`src/rtl/gcid_node_router_if.sv`:
```
// Record stream bundle for gcid_node_router.
// The upstream side carries a tagged record in. The downstream side carries the routed record out.
// The master modport drives i_valid, i_gcid_*, i_payload and i_ready (the environment side).
// The slave modport is the router itself.
interface gcid_node_router_if #(
  parameter int GLOBAL_CELL_ID_WIDTH = 4,
  parameter int PAYLOAD_WIDTH        = 128,
  parameter int NODE_ID_WIDTH        = 4
);
  logic                            i_valid;
  logic                            o_ready;
  logic [GLOBAL_CELL_ID_WIDTH-1:0] i_gcid_x;
  logic [GLOBAL_CELL_ID_WIDTH-1:0] i_gcid_y;
  logic [GLOBAL_CELL_ID_WIDTH-1:0] i_gcid_z;
  logic [PAYLOAD_WIDTH-1:0]        i_payload;
  logic                            o_valid;
  logic                            i_ready;
  logic [PAYLOAD_WIDTH-1:0]        o_payload;
  logic [NODE_ID_WIDTH-1:0]        o_dest_node;
  logic                            o_is_local;

  modport master (
    output i_valid, i_gcid_x, i_gcid_y, i_gcid_z, i_payload, i_ready,
    input  o_ready, o_valid, o_payload, o_dest_node, o_is_local
  );

  modport slave (
    input  i_valid, i_gcid_x, i_gcid_y, i_gcid_z, i_payload, i_ready,
    output o_ready, o_valid, o_payload, o_dest_node, o_is_local
  );
endinterface

```
`src/rtl/gcid_node_router.sv`:
```
// Maps a 3D global cell ID to its owning FPGA node.
// Records whose cell ID lies outside the grid are dropped.
// Every other record is tagged local or remote and queued in a small FWFT FIFO.
// Stage 1 registers the per-axis node coordinates and the range check.
// Stage 2 folds the coordinates into a node ID and writes the FIFO.
module gcid_node_router #(
  parameter int DIM_X                = 6,
  parameter int DIM_Y                = 6,
  parameter int DIM_Z                = 6,
  parameter int NODE_X               = 2,
  parameter int NODE_Y               = 2,
  parameter int NODE_Z               = 1,
  parameter int MY_NODE_ID           = 0,
  parameter int NODE_ID_WIDTH        = 4,
  parameter int PAYLOAD_WIDTH        = 128,
  parameter int FIFO_DEPTH           = 4,
  parameter int CNT_WIDTH            = 16,
  parameter int GLOBAL_CELL_ID_WIDTH = 4
) (
  input  logic                 clk,
  input  logic                 rst,
  gcid_node_router_if.slave    bus,
  output logic [CNT_WIDTH-1:0] o_local_cnt,
  output logic [CNT_WIDTH-1:0] o_remote_cnt,
  output logic                 o_range_err
);

  localparam int CPN_X   = DIM_X / NODE_X;
  localparam int CPN_Y   = DIM_Y / NODE_Y;
  localparam int CPN_Z   = DIM_Z / NODE_Z;
  localparam int PTR_W   = $clog2(FIFO_DEPTH);
  localparam int ENTRY_W = PAYLOAD_WIDTH + NODE_ID_WIDTH + 1;

  typedef logic [NODE_ID_WIDTH-1:0] node_t;
  typedef logic [ENTRY_W-1:0]       entry_t;

  logic                     rst_q, rst_d;
  logic                     s1_valid_q, s1_valid_d;
  logic                     s1_bad_q, s1_bad_d;
  node_t                    s1_nx_q, s1_nx_d;
  node_t                    s1_ny_q, s1_ny_d;
  node_t                    s1_nz_q, s1_nz_d;
  logic [PAYLOAD_WIDTH-1:0] s1_payload_q, s1_payload_d;
  entry_t                   mem_q [FIFO_DEPTH];
  entry_t                   mem_d [FIFO_DEPTH];
  logic [PTR_W-1:0]         wr_ptr_q, wr_ptr_d;
  logic [PTR_W-1:0]         rd_ptr_q, rd_ptr_d;
  logic [PTR_W:0]           count_q, count_d;
  logic [CNT_WIDTH-1:0]     local_cnt_q, local_cnt_d;
  logic [CNT_WIDTH-1:0]     remote_cnt_q, remote_cnt_d;
  logic                     range_err_q, range_err_d;

  logic                     accept;
  logic                     push;
  logic                     pop;
  logic [PTR_W+1:0]         occupancy;
  node_t                    s2_node;
  logic                     s2_is_local;

  // Handshake and stage-2 node fold.
  // Records sitting in stage 1 count against FIFO space, so a push can never find the FIFO full.
  always_comb begin
    occupancy   = (PTR_W+2)'(count_q) + (PTR_W+2)'(s1_valid_q);
    bus.o_ready = !rst_q && (occupancy <= (PTR_W+2)'(FIFO_DEPTH - 1));
    accept      = bus.i_valid && bus.o_ready;
    s2_node     = node_t'(32'(s1_nx_q) + 32'(NODE_X) * (32'(s1_ny_q) + 32'(NODE_Y) * 32'(s1_nz_q)));
    s2_is_local = (s2_node == node_t'(MY_NODE_ID));
    push        = s1_valid_q && !s1_bad_q;
    pop         = (count_q != '0) && bus.i_ready;
    bus.o_valid = (count_q != '0);
    {bus.o_payload, bus.o_dest_node, bus.o_is_local} = mem_q[rd_ptr_q];
    o_local_cnt  = local_cnt_q;
    o_remote_cnt = remote_cnt_q;
    o_range_err  = range_err_q;
  end

  // Next-state logic for stage 1, the FIFO and the statistics.
  always_comb begin
    rst_d        = rst;
    s1_valid_d   = accept;
    s1_bad_d     = s1_bad_q;
    s1_nx_d      = s1_nx_q;
    s1_ny_d      = s1_ny_q;
    s1_nz_d      = s1_nz_q;
    s1_payload_d = s1_payload_q;
    if (accept) begin
      s1_nx_d      = node_t'(32'(bus.i_gcid_x) / 32'(CPN_X));
      s1_ny_d      = node_t'(32'(bus.i_gcid_y) / 32'(CPN_Y));
      s1_nz_d      = node_t'(32'(bus.i_gcid_z) / 32'(CPN_Z));
      s1_bad_d     = (32'(bus.i_gcid_x) >= 32'(DIM_X)) ||
                     (32'(bus.i_gcid_y) >= 32'(DIM_Y)) ||
                     (32'(bus.i_gcid_z) >= 32'(DIM_Z));
      s1_payload_d = bus.i_payload;
    end

    mem_d = mem_q;
    if (push) begin
      mem_d[wr_ptr_q] = {s1_payload_q, s2_node, s2_is_local};
    end
    wr_ptr_d = wr_ptr_q + PTR_W'(push);
    rd_ptr_d = rd_ptr_q + PTR_W'(pop);
    count_d  = count_q;
    case ({push, pop})
      2'b10:   count_d = count_q + 1'b1;
      2'b01:   count_d = count_q - 1'b1;
      default: count_d = count_q;
    endcase

    local_cnt_d  = local_cnt_q;
    remote_cnt_d = remote_cnt_q;
    if (push && s2_is_local && (local_cnt_q != '1)) begin
      local_cnt_d = local_cnt_q + 1'b1;
    end
    if (push && !s2_is_local && (remote_cnt_q != '1)) begin
      remote_cnt_d = remote_cnt_q + 1'b1;
    end
    range_err_d = range_err_q || (s1_valid_q && s1_bad_q);
  end

  // State registers. FIFO storage and stage-1 data need no reset because their valid bits guard them.
  always_ff @(posedge clk) begin
    rst_q        <= rst_d;
    mem_q        <= mem_d;
    s1_bad_q     <= s1_bad_d;
    s1_nx_q      <= s1_nx_d;
    s1_ny_q      <= s1_ny_d;
    s1_nz_q      <= s1_nz_d;
    s1_payload_q <= s1_payload_d;
    if (rst) begin
      s1_valid_q   <= 1'b0;
      wr_ptr_q     <= '0;
      rd_ptr_q     <= '0;
      count_q      <= '0;
      local_cnt_q  <= '0;
      remote_cnt_q <= '0;
      range_err_q  <= 1'b0;
    end else begin
      s1_valid_q   <= s1_valid_d;
      wr_ptr_q     <= wr_ptr_d;
      rd_ptr_q     <= rd_ptr_d;
      count_q      <= count_d;
      local_cnt_q  <= local_cnt_d;
      remote_cnt_q <= remote_cnt_d;
      range_err_q  <= range_err_d;
    end
  end

endmodule

```
`src/flat_wrapper.sv`:
```
// flat-port wrapper written by rule: the top's interface ports become plain ports
module gcid_node_router_flat 
#(
  parameter int DIM_X                = 6,
  parameter int DIM_Y                = 6,
  parameter int DIM_Z                = 6,
  parameter int NODE_X               = 2,
  parameter int NODE_Y               = 2,
  parameter int NODE_Z               = 1,
  parameter int MY_NODE_ID           = 0,
  parameter int NODE_ID_WIDTH        = 4,
  parameter int PAYLOAD_WIDTH        = 128,
  parameter int FIFO_DEPTH           = 4,
  parameter int CNT_WIDTH            = 16,
  parameter int GLOBAL_CELL_ID_WIDTH = 4
)
  (clk, rst, o_local_cnt, o_remote_cnt, o_range_err, bus_i_valid, bus_i_gcid_x, bus_i_gcid_y, bus_i_gcid_z, bus_i_payload, bus_i_ready, bus_o_ready, bus_o_valid, bus_o_payload, bus_o_dest_node, bus_o_is_local);
  gcid_node_router_if #(.GLOBAL_CELL_ID_WIDTH(GLOBAL_CELL_ID_WIDTH), .PAYLOAD_WIDTH(PAYLOAD_WIDTH), .NODE_ID_WIDTH(NODE_ID_WIDTH)) bus_i ();
  input  logic clk;
  input  logic rst;
  output logic [CNT_WIDTH-1:0] o_local_cnt;
  output logic [CNT_WIDTH-1:0] o_remote_cnt;
  output logic o_range_err;
  input wire logic [$bits(bus_i.i_valid)-1:0] bus_i_valid;
  input wire logic [$bits(bus_i.i_gcid_x)-1:0] bus_i_gcid_x;
  input wire logic [$bits(bus_i.i_gcid_y)-1:0] bus_i_gcid_y;
  input wire logic [$bits(bus_i.i_gcid_z)-1:0] bus_i_gcid_z;
  input wire logic [$bits(bus_i.i_payload)-1:0] bus_i_payload;
  input wire logic [$bits(bus_i.i_ready)-1:0] bus_i_ready;
  output wire logic [$bits(bus_i.o_ready)-1:0] bus_o_ready;
  output wire logic [$bits(bus_i.o_valid)-1:0] bus_o_valid;
  output wire logic [$bits(bus_i.o_payload)-1:0] bus_o_payload;
  output wire logic [$bits(bus_i.o_dest_node)-1:0] bus_o_dest_node;
  output wire logic [$bits(bus_i.o_is_local)-1:0] bus_o_is_local;
  assign bus_i.i_valid = bus_i_valid;
  assign bus_i.i_gcid_x = bus_i_gcid_x;
  assign bus_i.i_gcid_y = bus_i_gcid_y;
  assign bus_i.i_gcid_z = bus_i_gcid_z;
  assign bus_i.i_payload = bus_i_payload;
  assign bus_i.i_ready = bus_i_ready;
  assign bus_o_ready = bus_i.o_ready;
  assign bus_o_valid = bus_i.o_valid;
  assign bus_o_payload = bus_i.o_payload;
  assign bus_o_dest_node = bus_i.o_dest_node;
  assign bus_o_is_local = bus_i.o_is_local;
  gcid_node_router #(.DIM_X(DIM_X), .DIM_Y(DIM_Y), .DIM_Z(DIM_Z), .NODE_X(NODE_X), .NODE_Y(NODE_Y), .NODE_Z(NODE_Z), .MY_NODE_ID(MY_NODE_ID), .NODE_ID_WIDTH(NODE_ID_WIDTH), .PAYLOAD_WIDTH(PAYLOAD_WIDTH), .FIFO_DEPTH(FIFO_DEPTH), .CNT_WIDTH(CNT_WIDTH), .GLOBAL_CELL_ID_WIDTH(GLOBAL_CELL_ID_WIDTH)) u_core (.clk(clk), .rst(rst), .bus(bus_i), .o_local_cnt(o_local_cnt), .o_remote_cnt(o_remote_cnt), .o_range_err(o_range_err));
endmodule
```
`config.mk`:
```
export PLATFORM = sky130hd
export DESIGN_NAME = gcid_node_router_flat
export DESIGN_NICKNAME = d
export VERILOG_FILES = /design/src/rtl/gcid_node_router_if.sv /design/src/rtl/gcid_node_router.sv /design/src/flat_wrapper.sv
export SDC_FILE = /design/constraint.sdc
export NUM_CORES = 1
export LEC_CHECK = 0
export CAP_MARGIN = 20
export CORE_MARGIN = 10
export CORE_UTILIZATION = 50
export DETAILED_ROUTE_END_ITERATION = 16
export PLACE_DENSITY = 0.79
export SYNTH_ARGS = -nofsm -noshare
export SYNTH_HDL_FRONTEND = slang
export SYNTH_SLANG_ARGS = --single-unit
```
`constraint.sdc`:
```
create_clock -name clk -period 10 [get_ports clk]
set_input_delay 2 -clock clk [delete_from_list [all_inputs] [get_ports clk]]
set_output_delay 2 -clock clk [all_outputs]
set_load 0.005 [all_outputs]
```
==> metrics.md <==
| Metric | Value |
|---|---|
| Setup TNS | 0 ns |
| Total vias in the final route | 12396 |
| Post-CTS Hold Buffers | 0 |
| EDFF count, synth | 669 |
| Routed wire per std cell | 24.08 µm |
| All-Layer GR Usage | 0.1769 |
| Worst-path cell chain | buf_4 > mux4_2 > clkdlybuf4s50_1 |
| Syn_nets | 1295 |
| Antenna violations before repair | 6 |
| Slowest Stage Delay on Critical Path | 0.77 ns |
| First-pass GRT wire length | 80540 µm |
| Worst hold slack | 0.4903 ns |
| Die footprint | 60970 µm² |
| Global route overflow | 0 |
| WP data required | 8.00 ns |
| Fin. max-slew vios | 0 |
| Tmin final | 5.219 ns |
| Clk_skew | 0.01214 ns |
| H-Tree Depth | 3 |
| # setup viols final | 0 |
| Crit path kind | register to output port |
| Met1 Usage GRT | 0.2175 |
| WP buf/inv | 2 |
| Sink Count | 711 |
| Asr flop ratio synth | 0 |
| M2 GR Usage | 0.2943 |
| CTS resizes | 0 |
| Synth top area share | 0.7802 |
| Pwr/cell area | 191.3 nW/µm² |
| Crit path to | bus_o_payload[44] |
| CP max FO | 33 |
| Final WL | 53910 µm |
| Largest net degree at the start of global routing | 73 |
| F_max | 0.1916 GHz |
| Top_reg_cell synth | edfxtp_1 |
| Fin crit share | 0.5219 |
| Setup crit start | u_core.rd_ptr_q[0]$_SDFF_PP0_ |
| Sequential area share after synthesis | 0.8129 |
| CP Depth | 3 |
| YS warnings | 0 |
| Status | complete, no violations |
| Port buffer count | 310 |
| Die width | 246.9 µm |
| Final hold violations | 0 |
| Slowest cell on crit path | dfxtp_4 |
| Worst-path clk slew | 0.06 ns |
| Area Growth Syn to Fin | 24.71% |
| Pre-Repair DR Iteration Count | 5 |
| Nets@finish | 1657 |
| CTS tree | built |
| Vias per inst | 5.536 |
| Top delay family on crit path | buffers and inverters |
| Register bit total from synthesis | 711 |
| Worst Hold Class | register to register |
| Post CTS Setup Buffer Count | 0 |
| RePlAce Congestion | 0.7929 |
| WP data arrival | 3.22 ns |
| Reg2reg setup slack | 6.87 ns |
| Synth area leaders | edfxtp_1, mux4_2, dfxtp_1, ha_1, a21oi_1 |
| Vias in the first global route | 13102 |
| Netlist cell types | 49 |
| M3 GR Usage | 0.05201 |
| Reg2reg path depth | 6 |
| Clock Latency Late Sink | 0.60 ns |
| Unrepaired setup endpoints after global routing | no |
| Peak supply drop | 0.1232 mV |
| Boundary Pins | 312 |
| Hold Crit Start | u_core.s1_payload_q[121]$_DFFE_PP_ |
| Clk buf depth | 3 |
| Most frequent cell after synthesis | edfxtp_1 |
| Worst slew margin | 0.3880 |
| Layout cell share with drive strength beyond 1 | 0.1798 |
| Chip Height | 246.9 µm |
| FF-to-FF Start | u_core.s1_nz_q[0]$_DFFE_PP_ |
| Row cnt | 83 |
| Crit end category | output port |
| Root Driver | clkbuf_16 |
| RR Endpoint | u_core.o_local_cnt[4]$_SDFFE_PP0P_ |
| DRT iter0 DRCs | 931 |
| Max_cap viols | 0 |
| Remaining DRCs | 0 |
| Post-DP HPWL | 32080 µm |
| Top cells by count, synth | edfxtp_1, mux4_2, dfxtp_1, a21oi_1, nor2_1 |
| Worst-Margin Slew | 0.9180 ns |
| Starting Density | 0.5029 |
| Antenna Nets Post-Route | 0 |
| Cts bufs inserted | 73 |
| LEAKAGE | 10.01 nW |
| Post-synth top area cell | edfxtp_1 |
| Synth Instances | 1135 |
| Worst Setup Start Kind | register |
| Core area | 51200 µm² |
| Mean area per synthesized cell | 22.69 µm² |
| Post-Synthesis Cell Area | 25750 µm² |
| GRT Max-Usage Layer | met2 |
## per-layer routing
layer  vias up  wire length, µm  part of all wire
li1       5461                -                 -
met1      6417            20650              0.38
met2       428            27740              0.51
met3        82             4208             0.078
met4         8             1246             0.023
met5         -               65            0.0012
## state kept, by name (all words and copies together), names as in the netlist
register / count
u_core.o_local_cnt: 16
u_core.mem_q: 532
u_core.o_range_err: 1
u_core.s1_payload_q: 128
u_core.s1_bad_q: 1
u_core.s1_nx_q: 3
u_core.count_q: 3
u_core.s1_valid_q: 1
u_core.s1_nz_q: 2
u_core.s1_ny_q: 3
u_core.o_remote_cnt: 16
u_core.rd_ptr_q: 2
u_core.wr_ptr_q: 2
u_core.rst_q: 1
## worst reg2reg max path: cells and delay by family, from the launching register on
family / cells / cell delay (ns)
simple gates: 3 / 1.64
compound gates: 1 / 0.17
flops: 1 / 0.36
fa+ha+maj: 2 / 0.89
## area by class of cell
| class | instances | area [µm²] |
|---|---|---|
| antenna | 2 | 5.005 |
| timing repair buffer | 329 | 3271 |
| clock inverter | 47 | 450.4 |
| fill | 3424 | 19090 |
| inverter | 20 | 75.07 |
| multi-input combinational | 362 | 4588 |
| tap | 680 | 850.8 |
| sequential | 711 | 20940 |
| clock buffer | 88 | 1934 |
## logic make-up (layout without fill, tap and decap cells)
group	after synthesis	count (layout)	synth area share
xor gates and xnor gates	11	11	0.004325
AOI/OAI and AO/OA	70	70	0.01608
buffers and inverters	62	484	0.01025
DFF	711	711	0.8129
other	0	2	0
muxes	138	138	0.1185
and+or+nand+nor	127	127	0.02964
adders and majority gates	16	16	0.008358
## cell usage in the layout, fill, tap and decap left out, types with 13 or more instances in the layout
master,synthesis,routed
clkdlybuf4s50_1,0,310
inv_1,19,19
ha_1,14,14
nor2_1,24,22
edfxtp_1,669,669
or4_1,13,13
nand3_1,13,13
or3_1,15,15
mux4_2,133,133
dfxtp_1,42,40
clkbuf_16,0,74
o21ai_0,17,17
a21oi_1,31,31
buf_4,1,17
## where the power goes
part / total, W / switching [W] / internal, W
combinational: 0.000176 / 0.0000732 / 0.000103
sequential: 0.00331 / 0.0000252 / 0.00328
clock: 0.00266 / 0.00110 / 0.00155
## metrics by stage
step	utilization	cells	instance area, µm²	power (W)	worst slack, ns
6_report	0.6272	2239	32110	0.006142	4.781
3_5_place_dp	0.5804	2101	29710	0.003549	5.282
5_1_grt	0.6272	2239	32110	0.006340	4.520
2_1_floorplan	-	1135	25750	0.003432	2.996
4_1_cts	0.6270	2236	32100	0.006206	4.627
3_3_place_gp	0.5800	2100	29690	0.003542	5.297
## worst min-delay path by stage
stage / endpoint / slack [ns] / depth (start not counted)
finish: u_core.mem_q[525]$_DFFE_PP_ / 0.49 / 0
global route: u_core.mem_q[361]$_DFFE_PP_ / 0.50 / 0
CTS: u_core.mem_q[16]$_DFFE_PP_ / 0.49 / 0
detailed placement: u_core.mem_q[206]$_DFFE_PP_ / 0.48 / 0
global placement: u_core.mem_q[474]$_DFFE_PP_ / 0.47 / 0
floorplan: u_core.mem_q[100]$_DFFE_PP_ / 0.46 / 0
Power figures use the tool's default switching activity.
